--- config.mk ---
export PLATFORM = sky130hd
export DESIGN_NAME = rng_share_ctrl_flat
export DESIGN_NICKNAME = d
export VERILOG_FILES = /design/src/rtl/rng_share_if.sv /design/src/rtl/rng_share_ctrl.sv /design/src/flat_wrapper.sv
export SDC_FILE = /design/constraint.sdc
export NUM_CORES = 1
export LEC_CHECK = 0
export CORE_UTILIZATION = 44
export CTS_CLUSTER_DIAMETER = 30
export DETAILED_ROUTE_END_ITERATION = 16
export PLACE_DENSITY = 0.78
export SYNTH_ARGS = -nofsm -noshare
export SYNTH_HDL_FRONTEND = slang
export SYNTH_SLANG_ARGS = --single-unit
export TNS_END_PERCENT = 100
--- constraint.sdc ---
create_clock -name clk -period 1.8 [get_ports clk]
set_clock_uncertainty 0.1 [all_clocks]
set_input_delay 0.36 -clock clk [delete_from_list [all_inputs] [get_ports clk]]
set_output_delay 0.36 -clock clk [all_outputs]
set_load 0.005 [all_outputs]
--- src/rtl/rng_share_if.sv ---
// Signal bundle between the RNG share controller, its LFSR generator and the sampling units.
// The controller attaches through the slave modport; the environment drives the master side.
interface rng_share_if #(
  parameter int BITLENGTH = 8,
  parameter int N_REQ     = 4
);
  logic                 seed_load;
  logic [BITLENGTH-1:0] seed_in;
  logic [BITLENGTH-1:0] rng_data;
  logic                 gen_reset;
  logic [BITLENGTH-1:0] gen_seed;
  logic [N_REQ-1:0]     req;
  logic [N_REQ-1:0]     gnt;
  logic [BITLENGTH-1:0] rand_out;
  logic                 ready;

  modport master (
    output seed_load, seed_in, rng_data, req,
    input  gen_reset, gen_seed, gnt, rand_out, ready
  );

  modport slave (
    input  seed_load, seed_in, rng_data, req,
    output gen_reset, gen_seed, gnt, rand_out, ready
  );
endinterface

--- src/rtl/rng_share_ctrl.sv ---
// Sequences a shared LFSR (seed, warm-up discard) and hands one generator word per cycle
// to N_REQ sampling units through a registered round-robin arbiter.
module rng_share_ctrl #(
  parameter int                   BITLENGTH    = 8,
  parameter int                   N_REQ        = 4,
  parameter int                   WARMUP       = 8,
  parameter logic [BITLENGTH-1:0] SEED_DEFAULT = 8'h01
) (
  input  logic       clk,
  input  logic       reset,
  rng_share_if.slave bus
);
  localparam int PW = $clog2(N_REQ);
  localparam int CW = (WARMUP > 1) ? $clog2(WARMUP) : 1;

  typedef enum logic [1:0] {
    ST_SEED  = 2'd0,
    ST_WARM  = 2'd1,
    ST_SERVE = 2'd2
  } state_t;

  state_t               state_r, state_s;
  logic [CW-1:0]        warm_cnt_r, warm_cnt_s;
  logic [PW-1:0]        rr_ptr_r, rr_ptr_s;
  logic                 gen_reset_r, gen_reset_s;
  logic [BITLENGTH-1:0] gen_seed_r, gen_seed_s;
  logic [N_REQ-1:0]     gnt_r, gnt_s;
  logic [BITLENGTH-1:0] rand_r, rand_s;
  logic                 ready_r, ready_s;
  logic [PW:0]          pick_s;

  // MSB flags a winner; scanning offsets downward lets the lowest offset from ptr win.
  function automatic logic [PW:0] pick_winner(input logic [N_REQ-1:0] elig,
                                               input logic [PW-1:0]    ptr);
    logic [PW:0] result;
    int          idx;
    result = {(PW+1){1'b0}};
    for (int i = N_REQ - 1; i >= 0; i--) begin
      idx = (int'(ptr) + i) % N_REQ;
      if (elig[PW'(idx)]) begin
        result = {1'b1, PW'(idx)};
      end
    end
    return result;
  endfunction

  // A unit granted this cycle is masked so no unit gets two words back to back.
  assign pick_s = pick_winner(bus.req & ~gnt_r, rr_ptr_r);

  // State and output registers.
  always_ff @(posedge clk or posedge reset) begin
    if (reset) begin
      state_r     <= ST_SEED;
      warm_cnt_r  <= {CW{1'b0}};
      rr_ptr_r    <= {PW{1'b0}};
      gen_reset_r <= 1'b0;
      gen_seed_r  <= SEED_DEFAULT;
      gnt_r       <= {N_REQ{1'b0}};
      rand_r      <= {BITLENGTH{1'b0}};
      ready_r     <= 1'b0;
    end else begin
      state_r     <= state_s;
      warm_cnt_r  <= warm_cnt_s;
      rr_ptr_r    <= rr_ptr_s;
      gen_reset_r <= gen_reset_s;
      gen_seed_r  <= gen_seed_s;
      gnt_r       <= gnt_s;
      rand_r      <= rand_s;
      ready_r     <= ready_s;
    end
  end

  // Next-state logic; a reseed request overrides every state.
  always_comb begin
    state_s = state_r;
    if (bus.seed_load) begin
      state_s = ST_SEED;
    end else begin
      case (state_r)
        ST_SEED: state_s = ST_WARM;
        ST_WARM: begin
          if (warm_cnt_r == {CW{1'b0}}) begin
            state_s = ST_SERVE;
          end else begin
            state_s = ST_WARM;
          end
        end
        ST_SERVE: state_s = ST_SERVE;
        default:  state_s = ST_SEED;
      endcase
    end
  end

  // Next values of the registered outputs, warm-up counter and round-robin pointer.
  always_comb begin
    warm_cnt_s  = warm_cnt_r;
    rr_ptr_s    = rr_ptr_r;
    gen_reset_s = 1'b0;
    gen_seed_s  = gen_seed_r;
    gnt_s       = {N_REQ{1'b0}};
    rand_s      = rand_r;
    ready_s     = (state_s == ST_SERVE);
    if (bus.seed_load) begin
      gen_seed_s = bus.seed_in;
      rr_ptr_s   = {PW{1'b0}};
    end else begin
      case (state_r)
        ST_SEED: begin
          gen_reset_s = 1'b1;
          warm_cnt_s  = CW'(WARMUP - 1);
        end
        ST_WARM: begin
          if (warm_cnt_r != {CW{1'b0}}) begin
            warm_cnt_s = warm_cnt_r - CW'(1);
          end else begin
            warm_cnt_s = warm_cnt_r;
          end
        end
        ST_SERVE: begin
          if (pick_s[PW]) begin
            gnt_s  = {{(N_REQ-1){1'b0}}, 1'b1} << pick_s[PW-1:0];
            rand_s = bus.rng_data;
            if (pick_s[PW-1:0] == PW'(N_REQ - 1)) begin
              rr_ptr_s = {PW{1'b0}};
            end else begin
              rr_ptr_s = pick_s[PW-1:0] + PW'(1);
            end
          end else begin
            gnt_s = {N_REQ{1'b0}};
          end
        end
        default: begin
          gen_reset_s = 1'b0;
        end
      endcase
    end
  end

  assign bus.gen_reset = gen_reset_r;
  assign bus.gen_seed  = gen_seed_r;
  assign bus.gnt       = gnt_r;
  assign bus.rand_out  = rand_r;
  assign bus.ready     = ready_r;

endmodule
--- src/flat_wrapper.sv ---
// flat-port wrapper written by rule: the top's interface ports become plain ports
module rng_share_ctrl_flat 
#(
  parameter int                   BITLENGTH    = 8,
  parameter int                   N_REQ        = 4,
  parameter int                   WARMUP       = 8,
  parameter logic [BITLENGTH-1:0] SEED_DEFAULT = 8'h01
)
  (clk, reset, bus_seed_load, bus_seed_in, bus_rng_data, bus_req, bus_gen_reset, bus_gen_seed, bus_gnt, bus_rand_out, bus_ready);
  rng_share_if #(.BITLENGTH(BITLENGTH), .N_REQ(N_REQ)) bus_i ();
  input  logic clk;
  input  logic reset;
  input wire logic [$bits(bus_i.seed_load)-1:0] bus_seed_load;
  input wire logic [$bits(bus_i.seed_in)-1:0] bus_seed_in;
  input wire logic [$bits(bus_i.rng_data)-1:0] bus_rng_data;
  input wire logic [$bits(bus_i.req)-1:0] bus_req;
  output wire logic [$bits(bus_i.gen_reset)-1:0] bus_gen_reset;
  output wire logic [$bits(bus_i.gen_seed)-1:0] bus_gen_seed;
  output wire logic [$bits(bus_i.gnt)-1:0] bus_gnt;
  output wire logic [$bits(bus_i.rand_out)-1:0] bus_rand_out;
  output wire logic [$bits(bus_i.ready)-1:0] bus_ready;
  assign bus_i.seed_load = bus_seed_load;
  assign bus_i.seed_in = bus_seed_in;
  assign bus_i.rng_data = bus_rng_data;
  assign bus_i.req = bus_req;
  assign bus_gen_reset = bus_i.gen_reset;
  assign bus_gen_seed = bus_i.gen_seed;
  assign bus_gnt = bus_i.gnt;
  assign bus_rand_out = bus_i.rand_out;
  assign bus_ready = bus_i.ready;
  rng_share_ctrl #(.BITLENGTH(BITLENGTH), .N_REQ(N_REQ), .WARMUP(WARMUP), .SEED_DEFAULT(SEED_DEFAULT)) u_core (.clk(clk), .reset(reset), .bus(bus_i));
endmodule
After elaboration in Yosys (flattened, before gate mapping)
Cells that the tools add are included.

Bits in registers: 29. Input port bits: 23. Output and inout port bits: 22. Word-level logic and storage cells: 65.

Add/sub/neg operators: 5. Order comparisons: 4. Eq/ne operators: 5. Shifts and indexed selects: 1. Mux-type cells: 30. Bitwise gates (word level): 3. Reduce and logical (&&, ||, !) cells: 9.

Operators with widths (count): $lt 2x4->1 const B (4); $mux 3 (5); $mux 2 (6); $mux 4 (3); $mux 1 (10); $bmux 1 s2 (4); $eq 2x2->1 const B (3); $pmux 2 s3 (1); $pmux 3 s2 (1); $reduce_and 3->1 (2); $reduce_bool 2->1 (3); $add 2x1->2 const B (2); $add 2x2->2 const B (2); $and 4x4->4 (1); $not 4->4 (1); $shl 1x2->4 const A (1); $logic_not 3->1 (1); $reduce_bool 3->1 (1); $sub 3x1->3 const B (1); $eq 2x1->1 const B (1); $logic_not 2->1 (1); $ne 2x1->1 const B (1); $reduce_and 2->1 (1); $not 1->1 (1).

Longest topological paths before layout
Gate-level depths: netlist (run 1).

Depth after elaboration: 14. Gate-level depth with buffers: 6. Mapped depth without buffers: 6.

Least setup slack after synthesis (run 1)
OpenSTA, ideal clock, no wires.

Path type: reg2reg. Start point: register u_core.gnt_r[3], in the netlist u_core.bus.gnt[3]. End point: register u_core.rr_ptr_r[1]. Library setup time: 94 ps. Data arrival time: 1479 ps. Required time: 1606 ps. Path slack: 127 ps. Stages on the path, launching flop included: 6. Path buffers: 0. Period minus slack after synthesis: 1673 ps. Cells stage by stage: dfrtp_1 nand2b_4 a21bo_1 a22oi_1 ha_1 a211oi_1.

Cells in the longest elaborated chain, start to end: 14. Elaborated cells between the ends (all ways): 26. Those cells by class: add/sub: 1; eq/ne: 1; mux: 20; bitwise: 2; reduce/logical: 2.

Ends and longest elaborated chain: start, declared (RTL line rng_share_ctrl.sv:27) `logic [N_REQ-1:0] gnt_r, gnt_s;`; start signal, assigned (RTL line rng_share_ctrl.sv:58) `gnt_r <= {N_REQ{1'b0}};`; start signal, assigned (RTL line rng_share_ctrl.sv:67) `gnt_r <= gnt_s;`; $not 4->4 * (RTL line rng_share_ctrl.sv:48) `assign pick_s = pick_winner(bus.req & ~gnt_r, rr_ptr_r);`; $and 4x4->4 * (RTL line rng_share_ctrl.sv:48); $bmux 1 s2 (RTL line rng_share_ctrl.sv:40) `if (elig[PW'(idx)]) begin`; $mux 1 (not written as such) (2 in a row) (RTL line rng_share_ctrl.sv:40); $mux 3 (3 in a row) (RTL line rng_share_ctrl.sv:40); $mux 3 * (RTL line rng_share_ctrl.sv:40); $add 2x1->2 / $eq 2x2->1 (equally long branches) (RTL line rng_share_ctrl.sv:126, rng_share_ctrl.sv:123); $mux 2 (RTL line rng_share_ctrl.sv:123) `if (pick_s[PW-1:0] == PW'(N_REQ - 1)) begin`; $mux 2 (RTL line rng_share_ctrl.sv:120) `if (pick_s[PW]) begin`; $mux 2 (RTL line rng_share_ctrl.sv:107) `case (state_r)`; $mux 2 (RTL line rng_share_ctrl.sv:103) `if (bus.seed_load) begin`; end signal, assigned (RTL line rng_share_ctrl.sv:55) `rr_ptr_r <= {PW{1'b0}};`; end signal, assigned (RTL line rng_share_ctrl.sv:64) `rr_ptr_r <= rr_ptr_s;`; end, declared (RTL line rng_share_ctrl.sv:24) `logic [PW-1:0] rr_ptr_r, rr_ptr_s;`.

Every way passes the cells marked *; elsewhere a longest branch is shown, timed or not. The select of a mux whose other input is x is not followed. A chain may end at the register's enable or synchronous reset.

Worst setup path in the final report (run 1)
Start point: input port bus_req[0]. End point: register u_core.rr_ptr_r[1].

Cells in the longest elaborated chain, start to end: 13. Elaborated cells between the ends (all ways): 25. Those cells by class: add/sub: 1; eq/ne: 1; mux: 20; bitwise: 1; reduce/logical: 2.

Ends and longest elaborated chain: start, declared (RTL line flat_wrapper.sv:16) `input wire logic [$bits(bus_i.req)-1:0] bus_req;`; $and 4x4->4 * (RTL line rng_share_ctrl.sv:48); $bmux 1 s2 (RTL line rng_share_ctrl.sv:40); $mux 1 (not written as such) (2 in a row) (RTL line rng_share_ctrl.sv:40); $mux 3 (3 in a row) (RTL line rng_share_ctrl.sv:40); $mux 3 * (RTL line rng_share_ctrl.sv:40); $add 2x1->2 / $eq 2x2->1 (equally long branches) (RTL line rng_share_ctrl.sv:126, rng_share_ctrl.sv:123); $mux 2 (RTL line rng_share_ctrl.sv:123); $mux 2 (RTL line rng_share_ctrl.sv:120); $mux 2 (RTL line rng_share_ctrl.sv:107); $mux 2 (RTL line rng_share_ctrl.sv:103).

Marked as above.

==> results of run 1 <==
==> worst reg2reg max path, cell delays in order, from the launching register on <==
cell and delay [ns]:
dfrtp_1 0.43, nand2b_4 0.18, a41oi_4 0.18, and2b_4 0.26
mux2_1 0.35
==> sequential cells by signal, summed over array words and instances, names as in the netlist <==
register	count
u_core.rr_ptr_r	2
u_core.warm_cnt_r	3
u_core.bus.gen_seed	8
u_core.bus.rand_out	8
u_core.state_r	2
u_core.bus.ready	1
u_core.bus.gen_reset	1
u_core.bus.gnt	4
==> placed cells by master, fill, tap and decap left out, drive strengths merged, types with 2 or more instances in the layout <==
| cell | Yosys | layout |
|---|---|---|
| a211oi | 2 | 2 |
| a21oi | 4 | 4 |
| a31oi | 2 | 2 |
| and3 | 2 | 2 |
| buf | 1 | 8 |
| clkbuf | 1 | 7 |
| clkdlybuf4s50 | 0 | 43 |
| dfrtp | 28 | 28 |
| ha | 3 | 3 |
| inv | 5 | 5 |
| mux2 | 16 | 16 |
| nand2 | 3 | 3 |
| nand2b | 5 | 5 |
| nor2 | 5 | 5 |
| nor3b | 3 | 3 |
| o21ai | 3 | 3 |
==> power groups by stage <==
stage               registers [mW]  clock network, mW  logic, mW
floorplan                    0.739                  0     0.0839
global placement             0.735                  0      0.242
detailed placement           0.738                  0      0.255
CTS                          0.725              0.562      0.254
global route                 0.732              0.590      0.272
finish                       0.725              0.546      0.249
==> per-stage QoR <==
stage | utilization [%] | cells | power (mW)
2_1_floorplan | - | 96 | 0.823
3_3_place_gp | 66.3 | 177 | 0.977
3_5_place_dp | 66.3 | 177 | 0.993
4_1_cts | 69.3 | 185 | 1.54
5_1_grt | 69.5 | 185 | 1.59
6_report | 69.5 | 185 | 1.52
==> cells by family (layout without fill, tap and decap cells) <==
group	count (synthesis)	count (layout)	share of synthesized area, %
simple gates	26	26	15.2
flops	29	29	56.3
mux	16	16	14.0
compound gates	15	15	9.01
fa+ha+maj	3	3	2.91
buf+inv	7	65	2.62
==> worst max path at each step <==
stage | start | slack [ns] | endpoint
floorplan | u_core.bus.gnt[3] | 0.13 | u_core.rr_ptr_r[1]
global placement | bus_req[3] | -0.22 | u_core.rr_ptr_r[1]
detailed placement | bus_req[3] | -0.30 | u_core.rr_ptr_r[1]
CTS | bus_req[3] | 0.04 | u_core.rr_ptr_r[1]
global route | bus_req[2] | 0.002 | u_core.rr_ptr_r[1]
finish | bus_req[0] | 0.09 | u_core.rr_ptr_r[1]
==> cell type report <==
class,instances,area [µm²],area share (%)
flip-flops and latches,29,727,37.9
multi-input cells,60,536,27.9
repair buffers,52,512,26.7
clock buffers,7,55.1,2.87
well taps,31,38.8,2.02
clock inverters,1,30.0,1.57
inverters,5,18.8,0.979
==> layer usage <==
| layer | routed length (µm) | global-route usage, % | vias up | share of wire [%] |
|---|---|---|---|---|
| met4 | 34 | 7.32 | 0 | 1.3 |
| met5 | 0 | 0 | - | 0 |
| met1 | 879 | 18.4 | 466 | 34 |
| li1 | - | - | 452 | - |
| met3 | 189 | 8.60 | 5 | 7.4 |
| met2 | 1450 | 34.7 | 30 | 57 |
==> what timing repair did <==
| item | CTS | global route |
|---|---|---|
| gates cloned | 0 | 0 |
| resized for setup | 1 | 1 |
| buffers inserted | 0 | 0 |
| endpoints found under the setup margin | 1 | 1 |
==> reports/metrics.csv, run 1 <==
metric;value;unit
Mapped Cells;96;
CP max stage cell;clkdlybuf4s50_1;
Max Root-Sink Buffers;2;
# IOs;45;
Routability Congestion;0.827;
PnR worst setup slack;0.0884;ns
Syn Std Cell Area;1290;µm²
max incr delay on CP;0.52;ns
status;completed;
P_int;1.19;mW
vias in the first global route;1012;
Horiz. Die Dim;56.2;µm
top-area cell type share of the netlist area;54.3;%
final setup vio count;0;
initial DRC count;13;
max-slew violations;0;
Antenna diodes;0;
Post-DP HPWL;2040;µm
vias per inst;5.15;
Placement Rows;19;
Peak VDD IR;931;µV
WHS;0.262;ns
P&R area growth vs syn;48.4;%
core box area;2760;µm²
antenna violations before repair;0;
R2R cell count;4;
#FFs+latches synth;29;
Sink Count;29;
CP top delay family;buffers and inverters;
Total GRT Usage;19.0;%
sw frac;21.7;%
slew margin rel.;78.4;%
number of synthesized flops with an enable pin;0;
Worst Path Required;1.94;ns
largest net degree at the start of global routing;30;
H-Tree Depth;2;
Die Span Y;56.2;µm
final period utilization;95.1;%
register area share after synthesis;56.3;%
synth unique cells;31;
initial cell density of the core;46.8;%
Post-synth top cells;28 x dfrtp_1, 16 x mux2_1, 5 x nor2_1;
Worst EP arrival;1.85;ns
Clock transition at path regs;0.09;ns
final WL;2560;µm
post-place instance area;1830;µm²
post-route setup TNS;0;ns
power share of the combinational group;16.4;%
PortBufs;44;
grt ovf;0;
CTS tree;built;
worst r2r dst;u_core.bus.rand_out[1];
Startpoint Class;input port;
Synth Flop Type;dfrtp_1;
register-to-register setup slack;0.18;ns
Final Hold Vio Count;0;
DRC Markers;0;
Clk pwr share;35.9;%
CTS buffer count;5;
Mapped Avg Cell Area;13.5;µm²
sequential power share;47.7;%
RSZ-0062 raised after global routing;no;
P_sw;0.329;mW
Worst Setup End Kind;flop;
Worst Hold Class;in -> async;
max-cap violations;0;
fmax;584;MHz
Clock Latency Late Sink;0.32;ns
Setup WS pre-CTS;-0.296;ns
CTS root buffer;clkbuf_4;
Yosys warnings;0;
die area;3160;µm²
crit path kind;in -> reg;
post-route antenna net violation count;0;
Async SR Flop Fraction;100;%
CP Max Fanout;3;
Yosys top cell by area;dfrtp_1;
Final Critical Period;1.71;ns
Reg-to-Reg Start;u_core.state_r[0];
P per Cell Area;793;nW/µm²
# nets final;179;
Worst-Margin Slew;0.322;ns
crit-path cells;clkdlybuf4s50_1, nand2b_4, o31a_1, and3_1, inv_2, ha_1, a211oi_1;
most common cell in the netlist;dfrtp_1;
top cells by area, synth;dfrtp_1 54%, mux2_1 14%, nand2b_4 4.3%;
Pleak;0.842;nW
first-pass GRT wire length;4420;µm
fillers;213;
crit path buf inv count;2;
Mapped Nets;122;
# hold bufs at CTS;0;
routed len/inst;13.8;µm
fin area;1920;µm²
drt pass-1 iters;3;
layout cell share with drive strength beyond 1;16.9;%
via count;953;
Critical Path Stages;7;
(Power assumes the default switching activity.)
==> run 2: changes to the inputs <==
--- a/config.mk
+++ b/config.mk
@@ -7,5 +7,4 @@
 export LEC_CHECK = 0
 export CORE_UTILIZATION = 44
-export CTS_CLUSTER_DIAMETER = 30
 export DETAILED_ROUTE_END_ITERATION = 16
 export PLACE_DENSITY = 0.78
==> constraint.sdc (replaced) <==
create_clock -name clk -period 1.8 [get_ports clk]
set_clock_uncertainty 0.1 [all_clocks]
set_input_delay 0.18 -clock clk [delete_from_list [all_inputs] [get_ports clk]]
set_output_delay 0.18 -clock clk [all_outputs]
set_load 0.005 [all_outputs]
==> run 2 against run 1 <==
Largest cell class unchanged. Fmax increased by 3.1%. Critical path type is now reg -> reg. Largest power group unchanged. Highest routed layer unchanged. Core utilization decreased by 1.5 points. Via count increased by 0.63%.
==> reports/metrics.csv, run 2 (synthesized netlist as in run 1, its figures left out) <==
metric;value;unit;change
Worst Hold Class;in -> async;;
max-cap violations;0;;unchanged
first-pass GRT wire length;4470;µm;+1.2%
post-CTS sizing;0;;-1
Setup WS pre-CTS;-0.115;ns;+0.182 ns
Peak VDD IR;719;µV;-23%
CTS buffer count;5;;unchanged
max-slew violations;0;;unchanged
RSZ-0062 raised after global routing;no;;
# hold bufs at CTS;0;;unchanged
Startpoint Class;flop;;
initial cell density of the core;46.8;%;unchanged
Horiz. Die Dim;56.2;µm;unchanged
fillers;212;;-0.47%
Antenna diodes;0;;unchanged
Clock transition at path regs;0.09;ns;about the same
largest net degree at the start of global routing;30;;unchanged
H-Tree Depth;2;;unchanged
Sink Count;29;;unchanged
Pleak;0.823;nW;-2.2%
vias in the first global route;972;;-4.0%
Max Root-Sink Buffers;2;;unchanged
fmax;603;MHz;+3.1%
post-place instance area;1820;µm²;-0.68%
layout cell share with drive strength beyond 1;15.6;%;-1.3 points
PortBufs;44;;unchanged
crit-path cells;nand2b_4, o31a_1, and3_1, inv_2, ha_1, a211oi_1;;
final WL;2630;µm;+3.1%
Placement Rows;19;;unchanged
Routability Congestion;0.827;;about the same
Worst Setup End Kind;flop;;
# IOs;45;;unchanged
CTS root buffer;clkbuf_4;;
grt ovf;0;;unchanged
P per Cell Area;737;nW/µm²;-7.0%
routed len/inst;14.2;µm;+3.1%
vias per inst;5.18;;+0.63%
non-filler cells, final;185;;unchanged
Worst Path Required;1.93;ns;about the same
CP Max Fanout;3;;unchanged
commonest non-fill, non-tap cell in the layout;clkdlybuf4s50_1;;
most frequent cells in the layout;44 x clkdlybuf4s50_1, 28 x dfrtp_1, 16 x mux2_1, 8 x buf_4;;
Die Span Y;56.2;µm;unchanged
# nets final;179;;unchanged
post-CTS setup buffer count;0;;unchanged
crit path buf inv count;1;;-1
post-route antenna net violation count;0;;unchanged
register area;727;µm²;unchanged
CP top delay family;compound AO/OA/AOI/OAI gates;;
core box area;2760;µm²;unchanged
antenna violations before repair;0;;unchanged
DRC Markers;0;;unchanged
Cells after DPL;177;;unchanged
CP max stage cell;dfrtp_1;;
PnR worst setup slack;0.140;ns;+0.0519 ns
max incr delay on CP;0.40;ns;-0.12 ns
via count;959;;+0.63%
Final Critical Period;1.66;ns;-0.0519 ns
Final Hold Vio Count;0;;unchanged
final period utilization;92.2;%;-2.9 points
crit path kind;reg -> reg;;
status;completed;;
fin util;68.0;%;-1.5 points
Worst-Margin Slew;0.363;ns;+0.0411 ns
CTS tree;built;;
Clock Latency Late Sink;0.32;ns;about the same
final setup vio count;0;;unchanged
P&R area growth vs syn;45.2;%;
Total GRT Usage;19.2;%;+0.19 points
drt pass-1 iters;3;;unchanged
Worst EP arrival;1.79;ns;-0.06 ns
die area;3160;µm²;unchanged
fin area;1870;µm²;-2.2%
Post-DP HPWL;2090;µm;+2.9%
overall power;1.38;mW;-9.1%
initial DRC count;13;;unchanged
area of the multi-input gates;531;µm²;-0.93%
slew margin rel.;75.8;%;-2.6 points
[run 2: layer usage]
layer / GRT usage, % / up-vias / share of wire, %
met5: 0 / - / 0
met4: 8.36 / 0 / 1.1
met3: 7.44 / 4 / 7.8
met2: 33.5 / 29 / 54
met1: 20.4 / 472 / 37
li1: - / 454 / -
[run 2: final cells by class]
| cell class | instances | area share [%] |
|---|---|---|
| sequential | 29 | 38.8 |
| multi-input combinational | 60 | 28.3 |
| timing repair buffer | 52 | 26.7 |
| clock buffer | 8 | 3.14 |
| tap | 31 | 2.07 |
| inverter | 5 | 1.00 |
[run 2: worst register-to-register path, cell delays in order, from the launching register on]
cell and delay (ns):
dfrtp_1 0.40, nand2b_4 0.17, o31a_1 0.23, and3_1 0.19
inv_2 0.06, ha_1 0.22, a211oi_1 0.20
[run 2: report_power, final]
part           switching [mW]  internal (mW)
Sequential             0.0249          0.701
Clock                   0.216          0.192
Combinational          0.0911          0.157
[run 2: worst paths after layout]
path	from	cells after the start	slack, ns	endpoint
setup / recovery	u_core.bus.gnt[0]	6	0.14	u_core.rr_ptr_r[1]
hold reg to reg	u_core.bus.rand_out[4]	1	0.39	u_core.bus.rand_out[4]
max in group asynchronous	reset	3	1.16	u_core.bus.gen_seed[0]
min in group clk	bus_rng_data[3]	2	0.34	u_core.bus.rand_out[3]
setup reg to reg	u_core.bus.gnt[0]	6	0.14	u_core.rr_ptr_r[1]
hold / removal	reset	3	0.11	u_core.bus.rand_out[1]
[run 2: metrics by stage]
stage               TNS, ns  hold WS, ns
detailed placement   -0.597        0.374
global route              0        0.164
CTS                       0        0.116
floorplan                 0        0.157
finish                    0        0.114
global placement     -0.158        0.368
==> run 3: changes to the inputs <==
- SLEW_MARGIN: unset -> 20
==> results of run 3 <==
Final layout, timing and power as in run 2 (identical DEF).
==> edit, RTL diff (flow settings as in run 1) <==
`N_REQ` is set to 4 in 3 places; all go to 8.
--- a/src/rtl/rng_share_if.sv
+++ b/src/rtl/rng_share_if.sv
@@ -2,7 +2,7 @@
 // The controller attaches through the slave modport; the environment drives the master side.
 interface rng_share_if #(
   parameter int BITLENGTH = 8,
-  parameter int N_REQ     = 4
+  parameter int N_REQ     = 8
 );
   logic                 seed_load;
   logic [BITLENGTH-1:0] seed_in;
--- a/src/rtl/rng_share_ctrl.sv
+++ b/src/rtl/rng_share_ctrl.sv
@@ -2,7 +2,7 @@
 // to N_REQ sampling units through a registered round-robin arbiter.
 module rng_share_ctrl #(
   parameter int                   BITLENGTH    = 8,
-  parameter int                   N_REQ        = 4,
+  parameter int                   N_REQ        = 8,
   parameter int                   WARMUP       = 8,
   parameter logic [BITLENGTH-1:0] SEED_DEFAULT = 8'h01
 ) (
--- a/src/flat_wrapper.sv
+++ b/src/flat_wrapper.sv
@@ -2,7 +2,7 @@
 module rng_share_ctrl_flat 
 #(
   parameter int                   BITLENGTH    = 8,
-  parameter int                   N_REQ        = 4,
+  parameter int                   N_REQ        = 8,
   parameter int                   WARMUP       = 8,
   parameter logic [BITLENGTH-1:0] SEED_DEFAULT = 8'h01
 )
Interface: changed (resized bus_gnt and bus_req); port bits go from 45 to 53. No check against the original RTL was run, so the function may have changed too.
==> edit against run 1 <==
The flow now finishes with violations (design-rule violations, negative setup slack); cell count grew 130%; global-route usage rose by 8.2 points; worst setup slack got worse by 1.3 ns; sequential cell count grew 5; area after synthesis is 80% higher; critical path depth rose by 3; combinational power is 150% higher; power increased by 44%; routed wire length grew to 2.9 times the old value; design area increased by 98%; first-iteration DRC count increased to 7.2 times the old value; largest cell class is now multi-input gates; highest routed layer unchanged.
==> edit: results (changes against run 1) <==
| Metric | Value |
|---|---|
| Net Count, Synth | `251 (was 122)` |
| Post-Place Setup Slack | `-1.52 ns (was -0.296 ns)` |
| Hold Crit Class | `in -> async (unchanged)` |
| Met3 WL | `297 µm (was 189 µm)` |
| DRT iter0 DRCs | `94 (was 13)` |
| Layout cells sized above 1 | `0.440 (was 0.169)` |
| First-pass GRT wire length | `11.1 mm (was 4.42 mm)` |
| Mapped Cells | `218 (was 96)` |
| Synth top cells by count | `dfrtp_1, nor2_1, mux2_2 (was dfrtp_1, mux2_1, nor2_1)` |
| WL met2 | `4.07 mm (was 1.45 mm)` |
| Yosys cell types | `53 (was 31)` |
| Synth warn | `0 (unchanged)` |
| IO Port Bufs | `52 (was 44)` |
| DP HPWL | `5.25 mm (was 2.04 mm)` |
| Vias in the first global route | `2365 (was 1012)` |
| Clock buffer depth | `2 (unchanged)` |
| Non-Filler Instances | `418 (was 185)` |
| Post-CTS Resized | `30 (was 1)` |
| Top Layer Used | `met4 (unchanged)` |
| Leak pwr | `1.68 nW (was 0.842 nW)` |
| Met1 usage | `0.284 (was 0.184)` |
| Part of the Yosys area used for sequential elements | `0.366 (was 0.563)` |
| Worst Slack Setup Final | `-1.24 ns (was 0.0884 ns)` |
| Gpl congestion | `0.978 (was 0.827)` |
| Avg Vias per Cell | `5.44 (was 5.15)` |
| Failing checks | `design-rule violations, negative setup slack` |
| Cell Area, Placed | `0.00350 mm² (was 0.00183 mm²)` |
| Postcts setup bufs | `2 (was 0)` |
| Final TNS setup | `-18.45 ns (was 0 ns)` |
| Placed Cells | `408 (was 177)` |
| Filler cells | `358 (was 213)` |
| Status | `finished with violations (was complete, no violations)` |
| Net Sw Frac | `0.260 (was 0.217)` |
| Worst VDD drop | `0.000798 V (was 0.000931 V)` |
| GRT Util Overall | `0.272 (was 0.190)` |
| Reg-to-reg endpoint | `u_core.rr_ptr_r[2] (was u_core.bus.rand_out[1])` |
| Number of cells on the worst reg-to-reg path | `10 (was 4)` |
| Final WL | `7.32 mm (was 2.56 mm)` |
| Rel. slew slack | `0.647 (was 0.784)` |
| Largest net degree at the start of global routing | `21 (was 30)` |
| Met3 usage | `0.0469 (was 0.0860)` |
| Met2 usage | `0.538 (was 0.347)` |
| DRC viols | `1 (was 0)` |
| Ranking of synthesized cells by area | `dfrtp_1, mux2_2, mux2i_1 (was dfrtp_1, mux2_1, nand2b_4)` |
| Root Buffer | `clkbuf_8 (was clkbuf_4)` |
| CP Launch Point | `u_core.rr_ptr_r[0] (was bus_req[0])` |
| CP arrival | `3.14 ns (was 1.85 ns)` |
| CTS clk-pin slew, worst paths | `0.07 ns (was 0.09 ns)` |
| DR pass1 iterations | `10 (was 3)` |
| Global route overflow | `0 (unchanged)` |
| Final setup fails | `19 (was 0)` |
| Final #Nets | `380 (was 179)` |
| Met1 wire length | `2.75 mm (was 879 µm)` |
| Worst Path Max Fanout | `6 (was 3)` |
| Clock latency on the worst-skew pair | `0.29 ns (was 0.32 ns)` |
| Top FF cell, synth | `dfrtp_1 (unchanged)` |
-- edit: cells by family after synthesis --
group,share of synthesized area
AND/OR/NAND/NOR,0.158
AO/OA/AOI/OAI,0.140
multiplexers,0.243
flip-flops,0.366
buffers and inverters,0.0457
adder cells (fa/ha/maj),0.0323
XOR/XNOR,0.0151
-- edit: worst min path at each step --
stage,start,endpoint,slack [ns],cells past startpoint
floorplan,u_core.warm_cnt_r[1],u_core.warm_cnt_r[1],0.38,2
global placement,u_core.bus.gen_seed[6],u_core.bus.gen_seed[6],0.39,1
finish,reset,u_core.bus.gnt[1],0.36,3
global route,reset,u_core.bus.gnt[6],0.36,3
CTS,reset,u_core.bus.rand_out[1],0.33,3
detailed placement,u_core.bus.rand_out[0],u_core.bus.rand_out[0],0.40,1
-- edit: critical path, cell delays in order, from the launching register on --
cell and delay, ns:
dfrtp_2 0.45, buf_6 0.14, inv_8 0.07, mux4_2 0.55
mux2i_2 0.21, o221ai_2 0.14, a311oi_4 0.40, mux2i_2 0.36
nor2_1 0.08, ha_2 0.27, a211oi_2 0.18
-- edit: power groups by stage --
stage | registers (mW) | clock network, mW | logic (mW)
floorplan | 0.893 | 0 | 0.254
global placement | 0.890 | 0 | 0.550
detailed placement | 0.895 | 0 | 0.571
global route | 0.891 | 0.707 | 0.670
CTS | 0.881 | 0.681 | 0.605
finish | 0.883 | 0.679 | 0.622
-- edit: layout make-up --
| class | count | area (µm²) | area share |
|---|---|---|---|
| Multi-Input combinational cell | 163 | 1550 | 0.409 |
| Timing Repair Buffer | 132 | 1150 | 0.302 |
| Sequential cell | 34 | 853 | 0.225 |
| Tap cell | 70 | 87.6 | 0.0231 |
| Clock buffer | 7 | 76.3 | 0.0201 |
| Inverter | 11 | 48.8 | 0.0129 |
| Clock inverter | 1 | 30.0 | 0.00791 |
